===== config.mk =====
export PLATFORM = sky130hd
export DESIGN_NAME = enc_sample_ctrl
export DESIGN_NICKNAME = d
export VERILOG_FILES = /design/src/rtl/enc_pkg.sv /design/src/rtl/enc_window_timer.sv /design/src/rtl/enc_sample_ctrl.sv
export SDC_FILE = /design/constraint.sdc
export NUM_CORES = 1
export LEC_CHECK = 0
export CAP_MARGIN = 25
export CORE_ASPECT_RATIO = 2
export CORE_MARGIN = 5
export CORE_UTILIZATION = 51
export DETAILED_ROUTE_END_ITERATION = 10
export GPL_ROUTABILITY_DRIVEN = 0
export GPL_TIMING_DRIVEN = 1
export PLACE_DENSITY = 0.84
export REMOVE_ABC_BUFFERS = 1
export SLEW_MARGIN = 20
export SYNTH_ARGS = -nofsm -noshare
export SYNTH_HDL_FRONTEND = slang
export SYNTH_HIERARCHICAL = 1
export SYNTH_SLANG_ARGS = --single-unit

===== constraint.sdc =====
create_clock -name clk -period 2.4 [get_ports clk]
set_clock_uncertainty 0.2 [all_clocks]
set_input_delay 0.72 -clock clk [delete_from_list [all_inputs] [get_ports clk]]
set_output_delay 0.72 -clock clk [all_outputs]
set_load 0.005 [all_outputs]

===== src/rtl/enc_pkg.sv =====
// Shared types and defaults for the encoder sample controller.
// Overflow behaviour is selected with ENC_SAMPLE_SAT_EN (saturate if defined, wrap otherwise).
package enc_pkg;

    typedef enum logic [1:0] {
        ST_IDLE  = 2'd0,
        ST_ARM   = 2'd1,
        ST_COUNT = 2'd2
    } enc_state_e;

    localparam int unsigned ENC_WINDOW_DEFAULT = 32'd50000;
    localparam int unsigned ENC_CW_DEFAULT     = 32'd8;

endpackage


===== src/rtl/enc_window_timer.sv =====
// Window down-counter: load reloads WINDOW-1, dec counts down, zero flags the last window cycle.
module enc_window_timer
    import enc_pkg::*;
#(
    parameter int unsigned WINDOW = ENC_WINDOW_DEFAULT
) (
    input  logic clk,
    input  logic reset,
    input  logic load,
    input  logic dec,
    output logic zero
);

    localparam int unsigned TW = $clog2(WINDOW);
    localparam logic [TW-1:0] RELOAD = TW'(WINDOW - 32'd1);

    logic [TW-1:0] cnt_q;

    // Timer register: load has priority over decrement.
    always_ff @(posedge clk) begin
        if (reset) begin
            cnt_q <= '0;
        end else if (load) begin
            cnt_q <= RELOAD;
        end else if (dec) begin
            cnt_q <= cnt_q - {{(TW-1){1'b0}}, 1'b1};
        end else begin
            cnt_q <= cnt_q;
        end
    end

    assign zero = (cnt_q == '0);

endmodule


===== src/rtl/enc_sample_ctrl.sv =====
// Windowed quadrature step sampler with valid/ready output and sticky overrun.
// Define ENC_SAMPLE_SAT_EN for a saturating accumulator; the default build wraps.
module enc_sample_ctrl
    import enc_pkg::*;
#(
    parameter int unsigned WINDOW = ENC_WINDOW_DEFAULT,
    parameter int unsigned CW     = ENC_CW_DEFAULT
) (
    input  logic                 clk,
    input  logic                 reset,
    input  logic                 run,
    input  logic                 step,
    input  logic                 dir,
    output logic signed [CW-1:0] sample,
    output logic                 valid,
    input  logic                 ready,
    output logic                 overrun,
    input  logic                 clr_ovr,
    output logic                 busy
);

    function automatic logic [CW-1:0] acc_add(input logic [CW-1:0] a, input logic [CW-1:0] b);
`ifdef ENC_SAMPLE_SAT_EN
        logic [CW:0] s;
        s = {a[CW-1], a} + {b[CW-1], b};
        if (s[CW] != s[CW-1]) begin
            acc_add = s[CW] ? {1'b1, {(CW-1){1'b0}}} : {1'b0, {(CW-1){1'b1}}};
        end else begin
            acc_add = s[CW-1:0];
        end
`else
        acc_add = a + b;
`endif
    endfunction

    enc_state_e    state_q, state_d;
    logic [CW-1:0] acc_q, acc_d;
    logic [CW-1:0] sample_q, sample_d;
    logic          valid_q, valid_d;
    logic          overrun_q, overrun_d;
    logic          busy_q, busy_d;
    logic [CW-1:0] step_c_s;
    logic          new_s;
    logic          zero_s;
    logic          tmr_load_s;
    logic          tmr_dec_s;

    assign step_c_s   = step ? (dir ? {{(CW-1){1'b0}}, 1'b1} : {CW{1'b1}}) : {CW{1'b0}};
    assign tmr_load_s = run & ((state_q == ST_ARM) | ((state_q == ST_COUNT) & zero_s));
    assign tmr_dec_s  = run & (state_q == ST_COUNT) & ~zero_s;

    enc_window_timer #(.WINDOW(WINDOW)) u_timer (
        .clk   (clk),
        .reset (reset),
        .load  (tmr_load_s),
        .dec   (tmr_dec_s),
        .zero  (zero_s)
    );

    // Next-state: the timer-zero cycle's step closes the old window; the accumulator restarts at zero.
    always_comb begin
        state_d  = state_q;
        acc_d    = acc_q;
        sample_d = sample_q;
        new_s    = 1'b0;
        case (state_q)
            ST_IDLE: begin
                if (run) begin
                    state_d = ST_ARM;
                end else begin
                    state_d = ST_IDLE;
                end
            end
            ST_ARM: begin
                if (!run) begin
                    state_d = ST_IDLE;
                end else begin
                    state_d = ST_COUNT;
                    acc_d   = step_c_s;
                end
            end
            ST_COUNT: begin
                if (!run) begin
                    state_d = ST_IDLE;
                end else if (zero_s) begin
                    sample_d = acc_add(acc_q, step_c_s);
                    acc_d    = {CW{1'b0}};
                    new_s    = 1'b1;
                end else begin
                    acc_d = acc_add(acc_q, step_c_s);
                end
            end
            default: begin
                state_d = ST_IDLE;
            end
        endcase

        if (new_s) begin
            valid_d = 1'b1;
        end else if (valid_q && ready) begin
            valid_d = 1'b0;
        end else begin
            valid_d = valid_q;
        end

        // A take in the same cycle as a new sample is not an overrun; set beats clear.
        if (new_s && valid_q && !ready) begin
            overrun_d = 1'b1;
        end else if (clr_ovr) begin
            overrun_d = 1'b0;
        end else begin
            overrun_d = overrun_q;
        end

        busy_d = (state_d != ST_IDLE);
    end

    // State and output registers with synchronous reset.
    always_ff @(posedge clk) begin
        if (reset) begin
            state_q   <= ST_IDLE;
            acc_q     <= {CW{1'b0}};
            sample_q  <= {CW{1'b0}};
            valid_q   <= 1'b0;
            overrun_q <= 1'b0;
            busy_q    <= 1'b0;
        end else begin
            state_q   <= state_d;
            acc_q     <= acc_d;
            sample_q  <= sample_d;
            valid_q   <= valid_d;
            overrun_q <= overrun_d;
            busy_q    <= busy_d;
        end
    end

    assign sample  = sample_q;
    assign valid   = valid_q;
    assign overrun = overrun_q;
    assign busy    = busy_q;

endmodule


Word-level counts from Yosys, hierarchy flattened:

Cells that the tools add are included.

* logic and storage cells: 53
* flip-flop bits (word level): 37

* reduce and logical (&&, ||, !) cells: 14
* mux-type cells: 19
* bitwise logic cells: 6
* eq/ne operators: 4
* add/sub/neg operators: 2

Operators by type and width (number)
* $mux W8: 5
* $mux W16: 2
* $logic_not A16 Y1: 1
* $pmux W8 S2: 1
* $sub A16 B1 Y16 const B: 1
* $reduce_bool A2 Y1: 5
* $add A8 B8 Y8: 1
* $mux W1: 8
* $pmux W2 S3: 1
* $reduce_and A3 Y1: 2
* $and A1 B1 Y1: 4
* $mux W2: 2
* $ne A2 B2 Y1 const B: 2
* $logic_and A1 B1 Y1: 3
* $eq A2 B1 Y1 const B: 1
* $eq A2 B2 Y1 const B: 1
* $logic_not A2 Y1: 1
* $reduce_or A2 Y1: 1
* $logic_not A1 Y1: 1
* $not A1 Y1: 1
* $or A1 B1 Y1: 1

Logic depth before layout (Yosys ltp):

* depth after elaboration: 7
* depth in mapped cells: 10
* mapped depth without buffers: 10

Modules after synthesis:

Netlist, hierarchy kept.

Modules (own cells, without submodules)
* enc_sample_ctrl: area each 1138.6 um^2, times used 1, sequential area each 420.4 um^2, cells each 137
* enc_window_timer: area each 797.0 um^2, times used 1, sequential area each 320.3 um^2, cells each 85

Least setup slack after synthesis:

Ideal clock, no wire load.

* kind: flip-flop to flip-flop
* start point: reg u_timer.cnt_q[0]
* end point: reg u_timer.cnt_q[14]
* setup slack: -208 ps
* cell stages (with the launch flop): 11
* arrival: 2333 ps
* buffers on the path: 0
* period minus slack after synthesis: 2608 ps
* cell sequence: dfxtp_1 inv_1 ha_1 nor3b_1 and4_1 nor2_1 and2_1 and3b_1 nand3_2 or3_1 a31oi_1

RTL lines
* start: declaration: RTL line enc_window_timer.sv:17 `logic [TW-1:0] cnt_q;`
* start signal: assignment: RTL line enc_window_timer.sv:26 `cnt_q <= cnt_q - {{(TW-1){1'b0}}, 1'b1};`
* start signal: assignment: RTL line enc_window_timer.sv:28 `cnt_q <= cnt_q;`
* $logic_not A16 Y1: RTL line enc_window_timer.sv:32 `assign zero = (cnt_q == '0);`
* named net zero_s: RTL line enc_sample_ctrl.sv:44 `logic zero_s;`
* $not A1 Y1: RTL line enc_sample_ctrl.sv:50 `assign tmr_dec_s = run & (state_q == ST_COUNT) & ~zero_s;`
* $and A1 B1 Y1: RTL line enc_sample_ctrl.sv:50
* named net tmr_dec_s: RTL line enc_sample_ctrl.sv:46 `logic tmr_dec_s;`
* $reduce_bool A2 Y1 (no line)

The timed path passes the listed nets, and every way through them passes these cells. The select of a mux whose other input is x is not followed.
A chain may end at the register's enable or synchronous reset.

Worst setup path after layout:

* start point: in dir
* end point: reg acc_q[6]

* word-level cells in the longest chain between the ends: 6

RTL lines
* start: declaration: RTL line enc_sample_ctrl.sv:13 `input logic dir,`
* $mux W8 * (2 in series): RTL line enc_sample_ctrl.sv:48 `assign step_c_s = step ? (dir ? {{(CW-1){1'b0}}, 1'b1} : {CW{1'b1}}) : {CW{1'b0}};`
* $add A8 B8 Y8: RTL line enc_sample_ctrl.sv:32 `acc_add = a + b;`
* $mux W8: RTL line enc_sample_ctrl.sv:85 `end else if (zero_s) begin`
* $mux W8: RTL line enc_sample_ctrl.sv:83 `if (!run) begin`
* $pmux W8 S2 *: RTL line enc_sample_ctrl.sv:66 `case (state_q)`
* end signal: assignment: RTL line enc_sample_ctrl.sv:122 `acc_q <= {CW{1'b0}};`
* end: declaration: RTL line enc_sample_ctrl.sv:37 `logic [CW-1:0] acc_q, acc_d;`

Every way passes the cells marked *; elsewhere a longest branch is shown, timed or not. The select of a mux whose other input is x is not followed.

==> flow_metrics.env <==
export IMPL_die_h_um=97.13
export IMPL_die_w_um=53.56
export IMPL_leakage_uw=0.0009874
export IMPL_hold_violations=0
export IMPL_power_frac_comb=0.193
export IMPL_drive_gt1_frac=0.2903
export IMPL_crit_path_start_kind="primary input"
export IMPL_avgSynthCellArea_um2=8.719
export IMPL_async_flop_share=0
export IMPL_synth_edf_count=0
export IMPL_final_cell_area_um2=2633
export IMPL_fmax_mhz=425.1
export IMPL_cts_hold_buffers=0
export IMPL_dpl_instance_area_um2=2439
export IMPL_worst_slew_pin_slew_ns=0.4643
export IMPL_coreArea_um2=3646
export IMPL_post_drt_wl_per_cell_um=16.25
export IMPL_clk_pin_slew_ns=0.08
export IMPL_intPower_uw=1045
export IMPL_finalCriticalPeriod_ns=2.352
export IMPL_p_switching_uw=406.7
export IMPL_final_setup_tns_ns=0
export IMPL_hp_class="flip-flop to flip-flop"
export IMPL_antenna_found_initial=0
export IMPL_fp_row_count=31
export IMPL_io_pins=18
export IMPL_yosysSeqAreaShare=0.3827
export IMPL_synth_flop_cell="dfxtp_1"
export IMPL_relSlewSlack=0.6898
export IMPL_cts_buffers_inserted=5
export IMPL_synth_top_cells_by_area="dfxtp_1 (38%), a21oi_1 (4.9%), nand2_1 (4.1%)"
export IMPL_grt_pass1_vias=1943
export IMPL_ys_ff_latch=37
export IMPL_post_route_drc_count=0
export IMPL_yosysTopAreaCell="dfxtp_1"
export IMPL_powerDensity_nw_per_um2=551.4
export IMPL_dieArea_um2=5202
export IMPL_drt_wl_total_mm=5.329
export IMPL_grt_max_degree=22
export IMPL_cp_required_ns=2.41
export IMPL_grt_ovfl_total=0
export IMPL_cts_root_buffer="clkbuf_8"
export IMPL_synthTopCellsByCount="dfxtp_1 (37), nand2_1 (21), a21oi_1 (19)"
export IMPL_grt_usage=0.2231
export IMPL_utilization=0.7220
export IMPL_slew_violations=0
export IMPL_synth_distinct_cells=53
export IMPL_clkSinkCount=37
export IMPL_critPathKind="primary input to flip-flop"
export IMPL_dpl_hpwl_mm=3.786
export IMPL_start_util=0.5309
export IMPL_vdd_ir_drop_max_mv=0.4402
export IMPL_cts_max_level=2
export IMPL_fin_nets=288
export IMPL_total_power_uw=1452
export IMPL_synth_top_area_frac=0.3827
export IMPL_antenna_cells=0
export IMPL_status="finished clean"
export IMPL_clockBufferDepth=2
export IMPL_yosys_warnings=6
export IMPL_tritoncts="built"
export IMPL_initialDrtViolationCount=55
export IMPL_pwr_share_seq=0.458
export IMPL_area_delta_synth_final_pct=36.00
export IMPL_drtAntennaViolNets=0
export IMPL_pwr_share_clk=0.349
export IMPL_grt_pass1_wl_mm=8.687
export IMPL_fin_crit_sh=0.9801
export IMPL_max_cap_violations=0
export IMPL_drt_first_pass_iters=4
export IMPL_critPathMaxFanout=4
export IMPL_synth_area_um2=1936
export IMPL_viasPerCell=5.796
export IMPL_arrival_ns=2.36
export IMPL_finalSetupViolations=0
export IMPL_critPathCaptureType="flip-flop"
export IMPL_vias=1901
export IMPL_clock_latency_ns=0.29
export IMPL_place_port_buffers=17
export IMPL_synthCells=222
export IMPL_swShare=0.2802
export IMPL_synth_most_common_cell="dfxtp_1"
[critical path, cell delays in order]
cell	delay, ns
buf_2	0.13
or3b_4	0.39
nand2_4	0.09
ha_4	0.15
nor4_1	0.06
nand3_1	0.13
nand2_2	0.09
a211o_1	0.32
a221oi_2	0.28
[placed cells by master (no fill, tap or decap), drive strengths merged, types with 4 or more instances in the layout]
cell and instances:
nor2 17, o21ai 4, clkdlybuf4s50 15, clkbuf 7
nand3b 4, nor4b 4, dfxtp 37, nand2 21
nor2b 4, nand2b 6, inv 7, nor4 6
xnor2 6, nor3b 5, buf 43, nand3 9
a21oi 19, nand4 5, a31oi 4, nor3 10
xor2 8
[flip-flops by register name (all words and copies together), names as in the netlist]
signal	flops
acc_q	8
busy	1
overrun	1
sample	8
state_q	2
u_timer/cnt_q	16
valid	1
[power groups by stage]
stage               Clock (µW)  Sequential [µW]  Combinational [µW]
detailed placement           0              676                 261
CTS                        512              662                 271
finish                     506              665                 281
floorplan                    0              679                 134
global placement             0              674                 256
global route               538              667                 306
[metal layers]
metal	vias to the layer above	wire length (µm)	share of wire	track usage
li1	915	-	-	-
met2	61	3120	0.59	0.4172
met5	-	0	0	0
met3	25	187	0.035	0.04147
met1	900	1799	0.34	0.2038
met4	0	221	0.041	0.1280
[layout make-up]
cell class / count / area, µm²
Clock buffer: 7 / 96.34
Clock inverter: 1 / 8.758
Fill cell: 296 / 1013
Inverter: 6 / 22.52
Multi-Input combinational cell: 170 / 1216
Sequential cell: 37 / 743.2
Tap cell: 49 / 61.31
Timing Repair Buffer: 58 / 484.2
[repair_timing]
item / in CTS / in global routing
pin swaps: 10 / 11
gates resized for setup: 20 / 11
setup endpoints to repair: 14 / 18
setup buffers: 2 / 0
cloned: 0 / 0
[metrics by stage]
step	setup slack, ns	hold slack, ns	cells
floorplan	-0.2075	0.2422	213
global placement	-0.5672	0.2472	319
detailed placement	-0.6500	0.2489	319
CTS	0.01135	0.2602	328
global route	-0.03189	0.3013	328
finish	0.04768	0.2593	328
[cells by family (layout without fill, tap and decap cells)]
| family | count (synthesis) | after routing | synth area share |
|---|---|---|---|
| and+or+nand+nor | 108 | 108 | 0.3497 |
| adders and majority gates | 3 | 3 | 0.01939 |
| muxes | 1 | 1 | 0.005172 |
| xor gates and xnor gates | 14 | 14 | 0.06335 |
| AOI/OAI and AO/OA | 44 | 44 | 0.1467 |
| buffers and inverters | 15 | 72 | 0.03297 |
| DFF | 37 | 37 | 0.3827 |
[final timing paths]
kind                                                    start                              to  slack (ns)  cells after the start
worst max-delay path                                      dir           acc_q[6]$_SDFFE_PP0P_        0.05                      9
worst min-delay path                   sample[5]$_SDFFE_PP0P_          sample[5]$_SDFFE_PP0P_        0.26                      2
worst max register to register  u_timer/cnt_q[1]$_SDFFE_PP0P_  u_timer/cnt_q[14]$_SDFFE_PP0P_        0.10                     10
worst min register to register         sample[5]$_SDFFE_PP0P_          sample[5]$_SDFFE_PP0P_        0.26                      2
Power figures use the tool's default switching activity.
